**config.mk**
```make
export PLATFORM = sky130hd
export DESIGN_NAME = uart_baud_gen
export DESIGN_NICKNAME = d
export VERILOG_FILES = /design/src/rtl/uart_pkg.sv /design/src/rtl/uart_mod_counter.sv /design/src/rtl/uart_baud_gen.sv
export SDC_FILE = /design/constraint.sdc
export NUM_CORES = 1
export LEC_CHECK = 0
export CORE_MARGIN = 1
export CORE_UTILIZATION = 40
export DETAILED_ROUTE_END_ITERATION = 8
export PLACE_DENSITY_LB_ADDON = 0.12
export SLEW_MARGIN = 20
export SYNTH_ARGS = -nofsm -noshare
export SYNTH_HDL_FRONTEND = slang
export SYNTH_SLANG_ARGS = --single-unit
```
**constraint.sdc**
```tcl
create_clock -name sys_clk -period 3.1 [get_ports sys_clk]
set_input_delay 0.31 -clock sys_clk [delete_from_list [all_inputs] [get_ports sys_clk]]
set_output_delay 0.31 -clock sys_clk [all_outputs]
set_load 0.03 [all_outputs]
```
**src/rtl/uart_pkg.sv**
```systemverilog
// Shared constants, divisor type and default-divisor helper for the UART baud generator.
package uart_pkg;

   localparam int UART_OVERSAMPLE = 16;
   localparam int UART_DIV_W      = 16;

   typedef logic [UART_DIV_W-1:0] uart_div_t;

   // A divisor below one sys_clk per oversample period is meaningless, so clamp to 1.
   function automatic int unsigned calc_div(input int unsigned sys_freq,
                                            input int unsigned baud,
                                            input int unsigned os);
      int unsigned den;
      den = baud * os;
      if (den == 32'd0) begin
         return 32'd1;
      end else if (sys_freq < den) begin
         return 32'd1;
      end else begin
         return sys_freq / den;
      end
   endfunction

endpackage

```
**src/rtl/uart_mod_counter.sv**
```systemverilog
// Modulus counter: counts 0..last while enabled, sync clear, combinational terminal indication.
module uart_mod_counter
   import uart_pkg::*;
#(
   parameter int W = 16
) (
   input  logic         sys_clk,
   input  logic         reset,
   input  logic         en,
   input  logic         clr,
   input  logic [W-1:0] last,
   output logic         term
);

   logic [W-1:0] cnt_r;

   // >= rather than == so a count never runs past a shrunken modulus
   assign term = en & (cnt_r >= last);

   // Count state: reset and clear beat counting, wrap at the terminal value.
   always_ff @(posedge sys_clk) begin
      if (reset) begin
         cnt_r <= {W{1'b0}};
      end else if (clr) begin
         cnt_r <= {W{1'b0}};
      end else if (term) begin
         cnt_r <= {W{1'b0}};
      end else if (en) begin
         cnt_r <= cnt_r + W'(1);
      end else begin
         cnt_r <= cnt_r;
      end
   end

endmodule

```
**src/rtl/uart_baud_gen.sv**
```systemverilog
// Programmable oversample/bit tick generator for the UART Tx and Rx paths.
// Define UART_BAUD_FRAC_EN to build the fractional divisor accumulator.
module uart_baud_gen
   import uart_pkg::*;
#(
   parameter int SYS_CLK_FREQ = 200_000_000,
   parameter int DEFAULT_BAUD = 19200,
   parameter int OVERSAMPLE   = UART_OVERSAMPLE,
   parameter int DIV_W        = UART_DIV_W,
   parameter int FRAC_W       = 4
) (
   input  logic              sys_clk,
   input  logic              reset,
   input  logic              en,
   input  logic              div_ld,
   input  logic [DIV_W-1:0]  div_in,
   input  logic [FRAC_W-1:0] frac_in,
   output logic              os_tick,
   output logic              bit_tick,
   output logic [DIV_W-1:0]  div_cur
);

   localparam int               BIT_W    = $clog2(OVERSAMPLE);
   localparam logic [DIV_W-1:0] DEF_DIV  = DIV_W'(calc_div(SYS_CLK_FREQ, DEFAULT_BAUD, OVERSAMPLE));
   localparam logic [BIT_W-1:0] BIT_LAST = BIT_W'(OVERSAMPLE - 1);

   logic [DIV_W-1:0] div_cur_r;
   logic [DIV_W-1:0] div_load_val_s;
   logic [DIV_W-1:0] os_last_s;
   logic             os_term_s;
   logic             bit_term_s;
   logic             os_tick_r;
   logic             bit_tick_r;

   // A zero divisor would never reach terminal count, so load it as 1.
   always_comb begin
      div_load_val_s = div_in;
      if (div_in == {DIV_W{1'b0}}) begin
         div_load_val_s = DIV_W'(1);
      end else begin
         div_load_val_s = div_in;
      end
   end

`ifdef UART_BAUD_FRAC_EN
   logic [FRAC_W-1:0] frac_cur_r;
   logic [FRAC_W-1:0] frac_acc_r;
   logic              stretch_r;
   logic [FRAC_W:0]   frac_sum_s;

   assign frac_sum_s = {1'b0, frac_acc_r} + {1'b0, frac_cur_r};

   // Fraction accumulator: a carry out stretches the following os period by one cycle.
   always_ff @(posedge sys_clk) begin
      if (reset) begin
         frac_cur_r <= {FRAC_W{1'b0}};
         frac_acc_r <= {FRAC_W{1'b0}};
         stretch_r  <= 1'b0;
      end else if (div_ld) begin
         frac_cur_r <= frac_in;
         frac_acc_r <= {FRAC_W{1'b0}};
         stretch_r  <= 1'b0;
      end else if (os_term_s) begin
         frac_cur_r <= frac_cur_r;
         frac_acc_r <= frac_sum_s[FRAC_W-1:0];
         stretch_r  <= frac_sum_s[FRAC_W];
      end else begin
         frac_cur_r <= frac_cur_r;
         frac_acc_r <= frac_acc_r;
         stretch_r  <= stretch_r;
      end
   end

   // Terminal value of the os counter, one higher during a stretched period.
   always_comb begin
      os_last_s = div_cur_r - DIV_W'(1);
      if (stretch_r) begin
         os_last_s = div_cur_r;
      end else begin
         os_last_s = div_cur_r - DIV_W'(1);
      end
   end
`else
   logic [FRAC_W-1:0] unused_frac_s;
   assign unused_frac_s = frac_in;

   // Terminal value of the os counter; div_cur is never zero so no underflow.
   always_comb begin
      os_last_s = div_cur_r - DIV_W'(1);
   end
`endif

   uart_mod_counter #(.W(DIV_W)) u_os_cnt (
      .sys_clk (sys_clk),
      .reset   (reset),
      .en      (en),
      .clr     (div_ld),
      .last    (os_last_s),
      .term    (os_term_s)
   );

   uart_mod_counter #(.W(BIT_W)) u_bit_cnt (
      .sys_clk (sys_clk),
      .reset   (reset),
      .en      (os_term_s),
      .clr     (div_ld),
      .last    (BIT_LAST),
      .term    (bit_term_s)
   );

   // Divisor and tick registers; a load restarts phase and suppresses a coincident tick.
   always_ff @(posedge sys_clk) begin
      if (reset) begin
         div_cur_r  <= DEF_DIV;
         os_tick_r  <= 1'b0;
         bit_tick_r <= 1'b0;
      end else if (div_ld) begin
         div_cur_r  <= div_load_val_s;
         os_tick_r  <= 1'b0;
         bit_tick_r <= 1'b0;
      end else begin
         div_cur_r  <= div_cur_r;
         os_tick_r  <= os_term_s;
         bit_tick_r <= bit_term_s;
      end
   end

   assign os_tick  = os_tick_r;
   assign bit_tick = bit_tick_r;
   assign div_cur  = div_cur_r;

endmodule

```
After elaboration in Yosys (flattened, before gate mapping)
Cells that the tools add are included.
{"block": "classes", "n_bitwise": 2, "order_cmp": 2, "mux": 1, "reduce_logical": 4, "n_addsub": 3}
{"cell": "$add A16 B1 Y16 const B", "n": 1}
{"cell": "$ge A16 B16 Y1", "n": 1}
{"cell": "$logic_not A16 Y1", "n": 1}
{"cell": "$mux W16", "n": 1}
{"cell": "$sub A16 B1 Y16 const B", "n": 1}
{"cell": "$reduce_or A3 Y1", "n": 2}
{"cell": "$add A4 B1 Y4 const B", "n": 1}
{"cell": "$ge A4 B4 Y1 const B", "n": 1}
{"cell": "$and A1 B1 Y1", "n": 2}
{"cell": "$reduce_or A2 Y1", "n": 1}
{"block": "word_totals", "ff_bits": 38, "word_cells": 17}

Longest topological paths before layout
Gate-level depths: netlist (run 1).
{"block": "depth", "ltp_word": 5, "depth_mapped": 13, "ltp_nobuf": 12}

Cells and area by module
Synthesis (run 1) repeated with hierarchy kept, for this count alone.
{"block": "unflattened", "hier_cells": 279, "area_unflattened_um2": 2434.8}
{"module": "uart_mod_counter at u_os_cnt", "cells_each": 140, "instances": 1, "seq_area_each_um2": 320.3, "area_each_um2": 1183.6}
{"module": "uart_baud_gen", "cells_each": 103, "instances": 1, "seq_area_each_um2": 360.3, "area_each_um2": 920.9}
{"module": "uart_mod_counter at u_bit_cnt", "cells_each": 36, "instances": 1, "seq_area_each_um2": 80.1, "area_each_um2": 330.3}

Least setup slack after synthesis (run 1)
No wires, ideal clock.
{"block": "synth_timing", "path_kind": "register to register", "from": "reg div_cur_r[2], in the netlist div_cur[2]", "to": "reg u_os_cnt.cnt_r[10]", "path_stages_with_launch": 12, "arrival_ns": 2.936, "setup_ns": 0.138, "period_less_slack_ns": 3.074, "required_time_ns": 2.962, "path_slack_ns": 0.026, "cell_sequence": "dfxtp_1 -> nor4_1 -> nor4b_2 -> nand3b_1 -> xor2_1 -> ha_1 -> and4_4 -> o211ai_2 -> o32a_4 -> a21boi_4 -> buf_12 -> nor3_2"}
{"block": "synth_via", "elab_chain_len": 4}
{"item": "start, declared", "line_no": "uart_baud_gen.sv:27", "rtl": "logic [DIV_W-1:0] div_cur_r;"}
{"item": "start signal, assigned", "line_no": "uart_baud_gen.sv:118", "rtl": "div_cur_r <= div_load_val_s;"}
{"item": "start signal, assigned", "line_no": "uart_baud_gen.sv:122", "rtl": "div_cur_r <= div_cur_r;"}
{"item": "$sub A16 B1 Y16", "line_no": "uart_baud_gen.sv:89", "rtl": "os_last_s = div_cur_r - DIV_W'(1);"}
{"item": "$ge A16 B16 Y1", "line_no": "uart_mod_counter.sv:18", "rtl": "assign term = en & (cnt_r >= last);"}
{"item": "$and A1 B1 Y1", "line_no": "uart_mod_counter.sv:18"}
{"item": "$reduce_or A3 Y1 (no source line)"}
{"item": "end signal, assigned", "line_no": "uart_mod_counter.sv:23", "rtl": "cnt_r <= {W{1'b0}};"}
{"item": "end signal, assigned", "line_no": "uart_mod_counter.sv:25", "rtl": "cnt_r <= {W{1'b0}};"}
{"item": "end signal, assigned", "line_no": "uart_mod_counter.sv:27", "rtl": "cnt_r <= {W{1'b0}};"}
{"item": "end, declared", "line_no": "uart_mod_counter.sv:15", "rtl": "logic [W-1:0] cnt_r;"}
No other way between the ends.
A chain may end at the register's enable or synchronous reset.

Worst setup path in the final report (run 1)
{"block": "layout_timing", "from": "reg div_cur_r[5], in the netlist div_cur[5]", "to": "reg u_os_cnt.cnt_r[8]"}
The elaborated chain is that of the path after synthesis.

==> impl.org, run 1 <==
** Logic synthesis
- Ys Warns :: 0
- Count of distinct cell types in the synthesized netlist :: 43
- In this run, synthesis inferred 0 flip-flops with an integrated enable.
- Yosys top cell by area :: sky130_fd_sc_hd__dfxtp_1
- Post-synthesis instance area :: 0.002281 mm^2
- Sequential element share of the synthesized area :: 33.35%
- The share of synthesized area in the top cell type comes to 33.35%.
- Post-synthesis async set-or-reset flop share :: 0%
- Seq cells post-synth :: 38
- Nets in the synthesized netlist :: 288
- Synthesis handed over a netlist of 245 instances.
- Synthesized area divided by synthesized cell count :: 9.310 um^2
- The most used flip-flop cell after synthesis is sky130_fd_sc_hd__dfxtp_1.
- Ranking of synthesized cells by area :: sky130_fd_sc_hd__dfxtp_1 33%, sky130_fd_sc_hd__ha_1 10%, sky130_fd_sc_hd__mux2i_1 7.9%

** Clock tree
- CTS clk-pin slew, worst paths :: 0.08 ns
- For this design, the CTS-stage hold fixing added 0 buffers.
- Clock tree from TritonCTS :: yes
- Maximum buffer depth of the clock tree :: 2
- In this run, CTS created clock tree buffers numbering 5.
- Counting every sink on the clock net gives 38.
- The tree is rooted in a sky130_fd_sc_hd__clkbuf_8.
- The H-tree generated during clock tree synthesis spans 2 levels.
- The later pin in the worst-skew pair is clocked with a latency of 0.29 ns.

** Finish
- Relative to the synthesized area, the layout overhead comes to 28.47%.
- Nets :: 337
- Count of antenna diodes in the layout :: 0
- Finished layout cell area :: 0.002930 mm^2
- The post-route netlist has 14.58% of its cells at a drive strength greater than 1.
- Once layout is complete, the utilization of the core stands at 53.22%.
- In the layout the commonest cells are 37 x sky130_fd_sc_hd__dfxtp_1, 37 x sky130_fd_sc_hd__clkdlybuf4s50_1, 26 x sky130_fd_sc_hd__nand2_1, 22 x sky130_fd_sc_hd__nor2_1, 19 x sky130_fd_sc_hd__ha_1.

** Timing
- Setup repair after global routing left no endpoint under its margin.
- Post-route setup TNS :: 0 ns
- Fmax :: 341.7 MHz
- Worst slew slack as a fraction of its limit :: 65.38%
- The clock arrives with 0.004061 ns of skew.
- Final WS setup :: 0.1732 ns
- Final Hold Vio Count :: 0
- Post-route worst hold slack :: 0.4936 ns
- Post-layout min period :: 2.927 ns
- Actual slew at the worst max-slew pin :: 0.5192 ns
- Share of the clock period used by the worst path :: 94.41%
- Setup violations remaining at the end of the flow were counted as 0.
- The max-slew violation count was 0.

** Die
- IO Count :: 42
- In this run the standard cell core region covers 0.005507 mm^2.
- DIE WIDTH :: 77.52 um
- The floorplan has 27 rows.
- For this configuration, the core starts out at a cell density of 41.42%.
- The die covers 0.006009 mm^2.
- Vert. Die Dim :: 77.52 um

** Job
- Max-cap violation count :: 0

** Worst setup path
- On the worst path, the slowest cell contributes a delay of 0.34 ns.
- Critical Path Start Type :: flip-flop
- Counting both buffers and inverters, the worst setup path holds a total of 2.
- CP delay by family, top :: simple AND/OR/NAND/NOR gates
- Of all nets on the critical path, the largest fanout is 7.
- Crit-path slowest cell :: sky130_fd_sc_hd__o32a_4
- The worst setup path is captured at a flip-flop.
- Counting cells, the worst reg-to-reg path comes to 12.
- Setup slack on the worst reg-to-reg path comes out at 0.17 ns.
- Kind of critical path :: reg2reg
- In this run the critical register-to-register path is launched from div_cur[5].
- Worst path cell trace :: nor4_2 > nor4b_2 > buf_4 > nand3b_1 > xor2_1 > ha_1 > and4_4 > o211ai_2 > o32a_4 > a21boi_4 > clkbuf_16 > nor3_2
- Data on the critical path arrives at its endpoint at 3.09 ns.
- Data required time of the worst path :: 3.26 ns
- The worst register-to-register path ends at u_os_cnt.cnt_r[8].

** Placement
- Routability-driven placement finished with a final weighted congestion of 0.7499.
- During placement, the flow inserted port buffers numbering 37.
- Instance area after placement :: 0.002781 mm^2
- Worst Setup Slack post-DPL :: 0.04076 ns
- Detailed placement ended at an HPWL of 3653 um.

** Detailed routing
- The final layout contains routed wiring with a total length of 4750 um.
- Via Count :: 1788
- Number of iterations in the first detailed-routing pass :: 3
- Using the TritonRoute via totals, the vias-per-cell ratio works out to 4.872.
- Violation count after the first detailed-routing iteration :: 53
- DRC violation count after routing :: 0
- Wirelength per Cell :: 12.94 um
- Once detail routing completed, the nets flagged for antenna violations numbered 0.

** Worst hold path
- Destination of the worst hold path :: u_bit_cnt.cnt_r[2]
- Number of cells on the worst hold path :: 2
- The startpoint identified for the worst hold timing path is u_bit_cnt.cnt_r[2].
- Hold WC Path Type :: reg2reg

** Global route
- The first global-routing pass estimated 7872 um of wire.
- Entering global routing, the biggest net connects 21 pins.
- The number of antenna violations at the first check in global routing was 0.
- The number of global-route vias before repair was 1698.
- For this run, the total global-route usage over all layers was measured as 16.93%.
- Global routing finished with a remaining overflow of 0.

** Power
- Power density over the cells :: 357.7 mW/mm^2
- IR drop worst, VDD :: 0.0001726 V
- Leakage power :: 0.001142 uW

** Outcome
- Result of the run :: completed
routing by layer:
| metal | up-vias | global-route usage, % | wire (um) |
|---|---|---|---|
| met4 | 0 | 6.226 | 65 |
| met2 | 34 | 26.81 | 2060 |
| met3 | 5 | 4.706 | 216 |
| met5 | - | 0 | 0 |
| met1 | 776 | 21.82 | 2407 |
| li1 | 973 | - | - |
worst register-to-register path, stage by stage (launching register included):
cell and delay, ns:
sky130_fd_sc_hd__dfxtp_2 0.33, sky130_fd_sc_hd__nor4_2 0.31, sky130_fd_sc_hd__nor4b_2 0.24, sky130_fd_sc_hd__buf_4 0.17, sky130_fd_sc_hd__nand3b_1 0.09, sky130_fd_sc_hd__xor2_1 0.16
sky130_fd_sc_hd__ha_1 0.29, sky130_fd_sc_hd__and4_4 0.26, sky130_fd_sc_hd__o211ai_2 0.10, sky130_fd_sc_hd__o32a_4 0.35, sky130_fd_sc_hd__a21boi_4 0.24, sky130_fd_sc_hd__clkbuf_16 0.21
sky130_fd_sc_hd__nor3_2 0.05
worst max path at each step:
stage / start / endpoint / slack (ns) / depth (start not counted)
finish: div_cur[5] / u_os_cnt.cnt_r[8] / 0.17 / 12
global placement: div_cur[2] / u_os_cnt.cnt_r[15] / 0.04 / 12
CTS: div_cur[2] / u_os_cnt.cnt_r[15] / 0.02 / 12
detailed placement: div_cur[2] / u_os_cnt.cnt_r[15] / 0.04 / 12
floorplan: div_cur[2] / u_os_cnt.cnt_r[10] / 0.03 / 11
global route: div_cur[5] / u_bit_cnt.cnt_r[3] / 0.0005 / 11
stage by stage:
stage               total power, uW  instances
floorplan                     623.7        245
global placement              699.0        357
detailed placement            699.6        357
CTS                            1060        365
global route                   1105        367
finish                         1048        367
kinds of logic after synthesis:
logic type	Yosys count	synth area share, %
simple gates	103	24.90
flops	38	33.35
xor+xnor	28	10.75
compound gates	24	9.270
fa+ha+maj	19	10.42
mux	18	7.899
buf+inv	15	3.401
synthesized netlist by cell type, types with 2 or more instances:
cell type                   n
sky130_fd_sc_hd__dfxtp_1   38
sky130_fd_sc_hd__nand2_1   26
sky130_fd_sc_hd__nor2_1    23
sky130_fd_sc_hd__ha_1      19
sky130_fd_sc_hd__mux2i_1   18
sky130_fd_sc_hd__xnor2_1   15
sky130_fd_sc_hd__xor2_1    13
sky130_fd_sc_hd__nor3_1    10
sky130_fd_sc_hd__nor3_2    10
sky130_fd_sc_hd__inv_1      8
sky130_fd_sc_hd__a21oi_1    7
sky130_fd_sc_hd__nor4_1     6
sky130_fd_sc_hd__nand3_1    5
sky130_fd_sc_hd__nand4_1    5
sky130_fd_sc_hd__and3_1     3
sky130_fd_sc_hd__and4_1     3
sky130_fd_sc_hd__nand2b_1   3
sky130_fd_sc_hd__nand3b_1   3
sky130_fd_sc_hd__a21o_1     2
sky130_fd_sc_hd__buf_1      2
sky130_fd_sc_hd__clkbuf_1   2
sky130_fd_sc_hd__nor2b_1    2
sky130_fd_sc_hd__o21a_1     2
what timing repair did:
| action | in CTS | in global routing |
|---|---|---|
| endpoints found under the setup margin | 0 | 20 |
| buffers inserted | 0 | 1 |
| gates resized for setup | 0 | 5 |
registers in the layout, indices dropped and copies added (netlist names):
register,flops
os_tick,1
u_bit_cnt.cnt_r,4
u_os_cnt.cnt_r,16
bit_tick,1
div_cur,16
final cells by class:
class	count	area (um^2)
fillers	518	2576
multi-input cells	192	1463
flip-flops and latches	38	762.0
repair buffers	49	490.5
well taps	72	90.09
clock buffers	6	82.58
inverters	8	30.03
clock inverters	2	12.51
power breakdown:
| group | leakage, uW | internal [uW] | switching, uW |
|---|---|---|---|
| sequential | 0.000310 | 501 | 15.1 |
| clock | 0.0000472 | 179 | 179 |
| combinational | 0.000785 | 85.1 | 88.6 |
| total | 0.00114 | 765 | 283 |
Note: power is estimated with default switching activity, not from simulation.
==> run 2, diff against run 1 <==
Settings changed: CAP_MARGIN set to 10, CORE_UTILIZATION 40 to 47.
==> run 2 against run 1 <==
Effect of this change:
- hold slack worse by 0.013 ns
- maximum frequency hardly changed
- critical endpoint is now u_os_cnt.cnt_r[15]
- first-iteration DRC count grew 9.4%
- critical path type unchanged
==> impl.org, run 2 (synthesized netlist as in run 1, its figures left out) <==
** Outcome
- Result of the run: completed (unchanged).

** Finish
- Leaving out fill and tap cells, the most frequent cell in the layout is sky130_fd_sc_hd__dfxtp_1.
- Nets :: 335 (was 337)
- The layout overhead on the synthesized area is 25.62% (was 28.47%).
- Top library cells by usage in the layout, fill and taps aside :: 38 x sky130_fd_sc_hd__dfxtp_1, 37 x sky130_fd_sc_hd__clkdlybuf4s50_1, 26 x sky130_fd_sc_hd__nand2_1, 23 x sky130_fd_sc_hd__nor2_1, 19 x sky130_fd_sc_hd__ha_1 (was 37 x sky130_fd_sc_hd__dfxtp_1, 37 x sky130_fd_sc_hd__clkdlybuf4s50_1, 26 x sky130_fd_sc_hd__nand2_1, 22 x sky130_fd_sc_hd__nor2_1, 19 x sky130_fd_sc_hd__ha_1)
- Count of antenna diodes in the layout :: 0 (unchanged)
- The share of final-layout standard cells stronger than drive strength 1 came to 12.71% (was 14.58%).
- The number of fill cells in the layout came to 410 (was 518).
- Post-Layout Cell Count :: 343 (was 367)
- The final cell utilization of the core came to 63.61% (was 53.22%).
- Storage element area :: 760.7 um^2 (was 762.0 um^2)
- Area of the multi-input gates :: 0.001469 mm^2 (was 0.001463 mm^2)

** Clock tree
- The clock-pin slew on the worst setup and hold paths was 0.07 ns (was 0.08 ns).
- The number of buffers created by CTS was 5 (unchanged).
- Maximum buffer depth of the clock tree :: 2 (unchanged)
- Worst-Skew Late Latency :: 0.29 ns (about the same)
- Clock tree sinks :: 38 (unchanged)
- The cell at the root of the clock tree is sky130_fd_sc_hd__clkbuf_8 (unchanged).
- The depth of the CTS H-tree was 2 (unchanged).
- Clock tree from TritonCTS :: yes (unchanged)

** Detailed routing
- The number of iterations in the first detailed-routing pass was 4 (was 3).
- Vias per Instance :: 5.309 (was 4.872)
- The via count is 1821 (was 1788).
- Wirelength per Cell :: 13.41 um (was 12.94 um)
- Drt total wl :: 4599 um (was 4750 um)
- The number of nets with antenna violations after detailed routing is 0 (unchanged).
- DRC violation count after routing :: 0 (unchanged)
- The number of design-rule violations left by the first detailed-router iteration is 58 (was 53).

** Global route
- Antenna violations before repair :: 0 (unchanged)
- The number of global-route vias before repair was 1761 (was 1698).
- The total overflow reported by the global router was 0 (unchanged).
- The all-layer global routing usage is 19.54% (was 16.93%).
- First-pass GRT wire length :: 7838 um (was 7872 um)
- The largest net degree at the start of global routing is 21 (unchanged).

** Worst hold path
- The worst hold path class is reg2reg (unchanged).
- The cell count of the worst hold path came to 2 (unchanged).
- Hold wc startpoint :: u_bit_cnt.cnt_r[1] (was u_bit_cnt.cnt_r[2])
- The end point of the worst hold path is u_bit_cnt.cnt_r[1] (was u_bit_cnt.cnt_r[2]).

** Timing
- Actual slew at the worst max-slew pin :: 0.5162 ns (was 0.5192 ns)
- The number of hold-slack violations in the final timing report came to 0 (unchanged).
- Post-layout min period :: 2.925 ns (was 2.927 ns)
- Final setup violation count :: 0 (unchanged)
- Worst setup skew after layout :: 0.007452 ns (was 0.004061 ns)
- Share of the clock period used by the worst path :: 94.35% (was 94.41%)
- The max-slew violation count came to 0 (unchanged).
- Final WS setup :: 0.1750 ns (was 0.1732 ns)
- The sum of negative setup slack was 0 ns (unchanged).
- Fmax :: 341.9 MHz (was 341.7 MHz)
- The relative max-transition margin was 65.59% (was 65.38%).

** Power
- The switching power of the nets was 266.1 uW (was 283.0 uW).
- Fraction of power consumed by sequential logic :: 50.6% (was 49.3%)
- The static leakage was 0.001123 uW (was 0.001142 uW).
- The total power divided by cell area is 357.7 mW/mm^2 (about the same).
- The fraction of power spent switching nets was 25.96% (was 27.00%).
- The cell-internal power is 758.9 uW (was 765.1 uW).
- IR drop worst, VDD :: 0.0002216 V (was 0.0001726 V)
- The total power is 1025 uW (was 1048 uW).
- The combinational cell fraction of total power came to 17.1% (was 16.6%).
- The power share of the clock group came to 32.4% (was 34.2%).

** Worst setup path
- Launching instance or port of the critical path :: div_cur[2] (was div_cur[5])
- Worst path cell trace :: nor4_4 > nor4b_4 > buf_4 > nand3b_1 > xor2_1 > ha_1 > and4_4 > o211ai_2 > o32a_4 > a21boi_4 > buf_12 > nor3_1 (was nor4_2 > nor4b_2 > buf_4 > nand3b_1 > xor2_1 > ha_1 > and4_4 > o211ai_2 > o32a_4 > a21boi_4 > clkbuf_16 > nor3_2)
- The critical path endpoint category was a flip-flop (unchanged).
- The startpoint of the lowest-slack register-to-register path is div_cur[2] (was div_cur[5]).
- The kind of launch point of the worst setup path is a flip-flop (unchanged).
- CP delay by family, top :: simple AND/OR/NAND/NOR gates (unchanged)
- Kind of critical path :: reg2reg (unchanged)
- FF-to-FF path depth :: 12 (unchanged)
- Reg2Reg Capture Point :: u_os_cnt.cnt_r[15] (was u_os_cnt.cnt_r[8])
- The maximum net fanout on the critical path was 15 (was 7).
- The slowest library cell on the worst path was sky130_fd_sc_hd__o32a_4 (unchanged).
- Minimum setup slack among reg-to-reg paths :: 0.18 ns (was 0.17 ns)
- Buffer and inverter count on the worst path :: 2 (unchanged)
- The arrival time at the worst endpoint came to 3.08 ns (was 3.09 ns).
- CP max stage delay :: 0.41 ns (was 0.34 ns)
- The required time of the worst setup path came to 3.25 ns (was 3.26 ns).

** Placement
- Last weighted congestion value of the routability-driven placer :: 0.7664 (was 0.7499)
- The number of port buffers came to 37 (unchanged).
- The placed cell count is 337 (was 357).
- The post-DP HPWL is 3649 um (was 3653 um).
- The worst setup slack before clock tree synthesis came to 0.02759 ns (was 0.04076 ns).

** Die
- IO Count :: 42 (unchanged)
- Vert. Die Dim :: 71.67 um (was 77.52 um)
- The die footprint was 0.005136 mm^2 (was 0.006009 mm^2).
- The chip width came to 71.67 um (was 77.52 um).
- Total core area :: 0.004504 mm^2 (was 0.005507 mm^2)
- The row count was 24 (was 27).
- Initial standard-cell utilization of the core :: 50.64% (was 41.42%)

** Job
- The max-capacitance violation count came to 0 (unchanged).
run 2: how the worst max path moves through the flow:
stage                         end  cells past startpoint
5_1_grt        u_os_cnt.cnt_r[15]                     12
6_report       u_os_cnt.cnt_r[15]                     12
4_1_cts        u_os_cnt.cnt_r[15]                     12
2_1_floorplan  u_os_cnt.cnt_r[10]                     11
3_3_place_gp   u_os_cnt.cnt_r[15]                     12
3_5_place_dp    u_os_cnt.cnt_r[1]                     12
run 2: cell type report:
class | count | share of cell area (%)
multi-input combinational | 192 | 51.27
tap | 52 | 2.271
timing repair buffer | 47 | 15.98
clock buffer | 6 | 2.882
sequential | 38 | 26.55
inverter | 8 | 1.048
run 2: metal layers:
layer	share of wire (%)	vias to the layer above	track usage (%)
li1	-	964	-
met1	51	812	26.00
met2	44	36	30.61
met3	3.6	9	4.782
met4	1.8	0	7.407
met5	0	-	0
run 2: power by group through the flow:
stage	sequential [uW]	combinational, uW	clock (uW)
after detailed placement	527	172	0
after CTS	516	173	340
after global placement	527	171	0
final	518	175	332
after global routing	521	190	358
after floorplan	552	72.2	0
run 2: timing repair:
item / in CTS / in global routing
buffers inserted: 0 / 0
hold buffers: 0 / 0
setup endpoints to repair: 0 / 20
gates resized for setup: 0 / 4
run 2: through the flow:
stage | cell area, um^2 | hold WS (ns)
3_3_place_gp | 2756 | 0.4636
3_5_place_dp | 2756 | 0.4747
4_1_cts | 2839 | 0.4838
5_1_grt | 2865 | 0.5311
6_report | 2865 | 0.4809
2_1_floorplan | 2281 | 0.3824
run 2: worst min-delay path, stage by stage, from the launching register on:
cell                      delay (ns)
sky130_fd_sc_hd__dfxtp_1        0.32
sky130_fd_sc_hd__nand2_1        0.06
sky130_fd_sc_hd__mux2i_1        0.05
==> run 3, diff against run 2 <==
Settings changed: HOLD_SLACK_MARGIN set to 0.1.
==> results of run 3 <==
The final DEF is identical to that of run 2; final timing and power are the same.
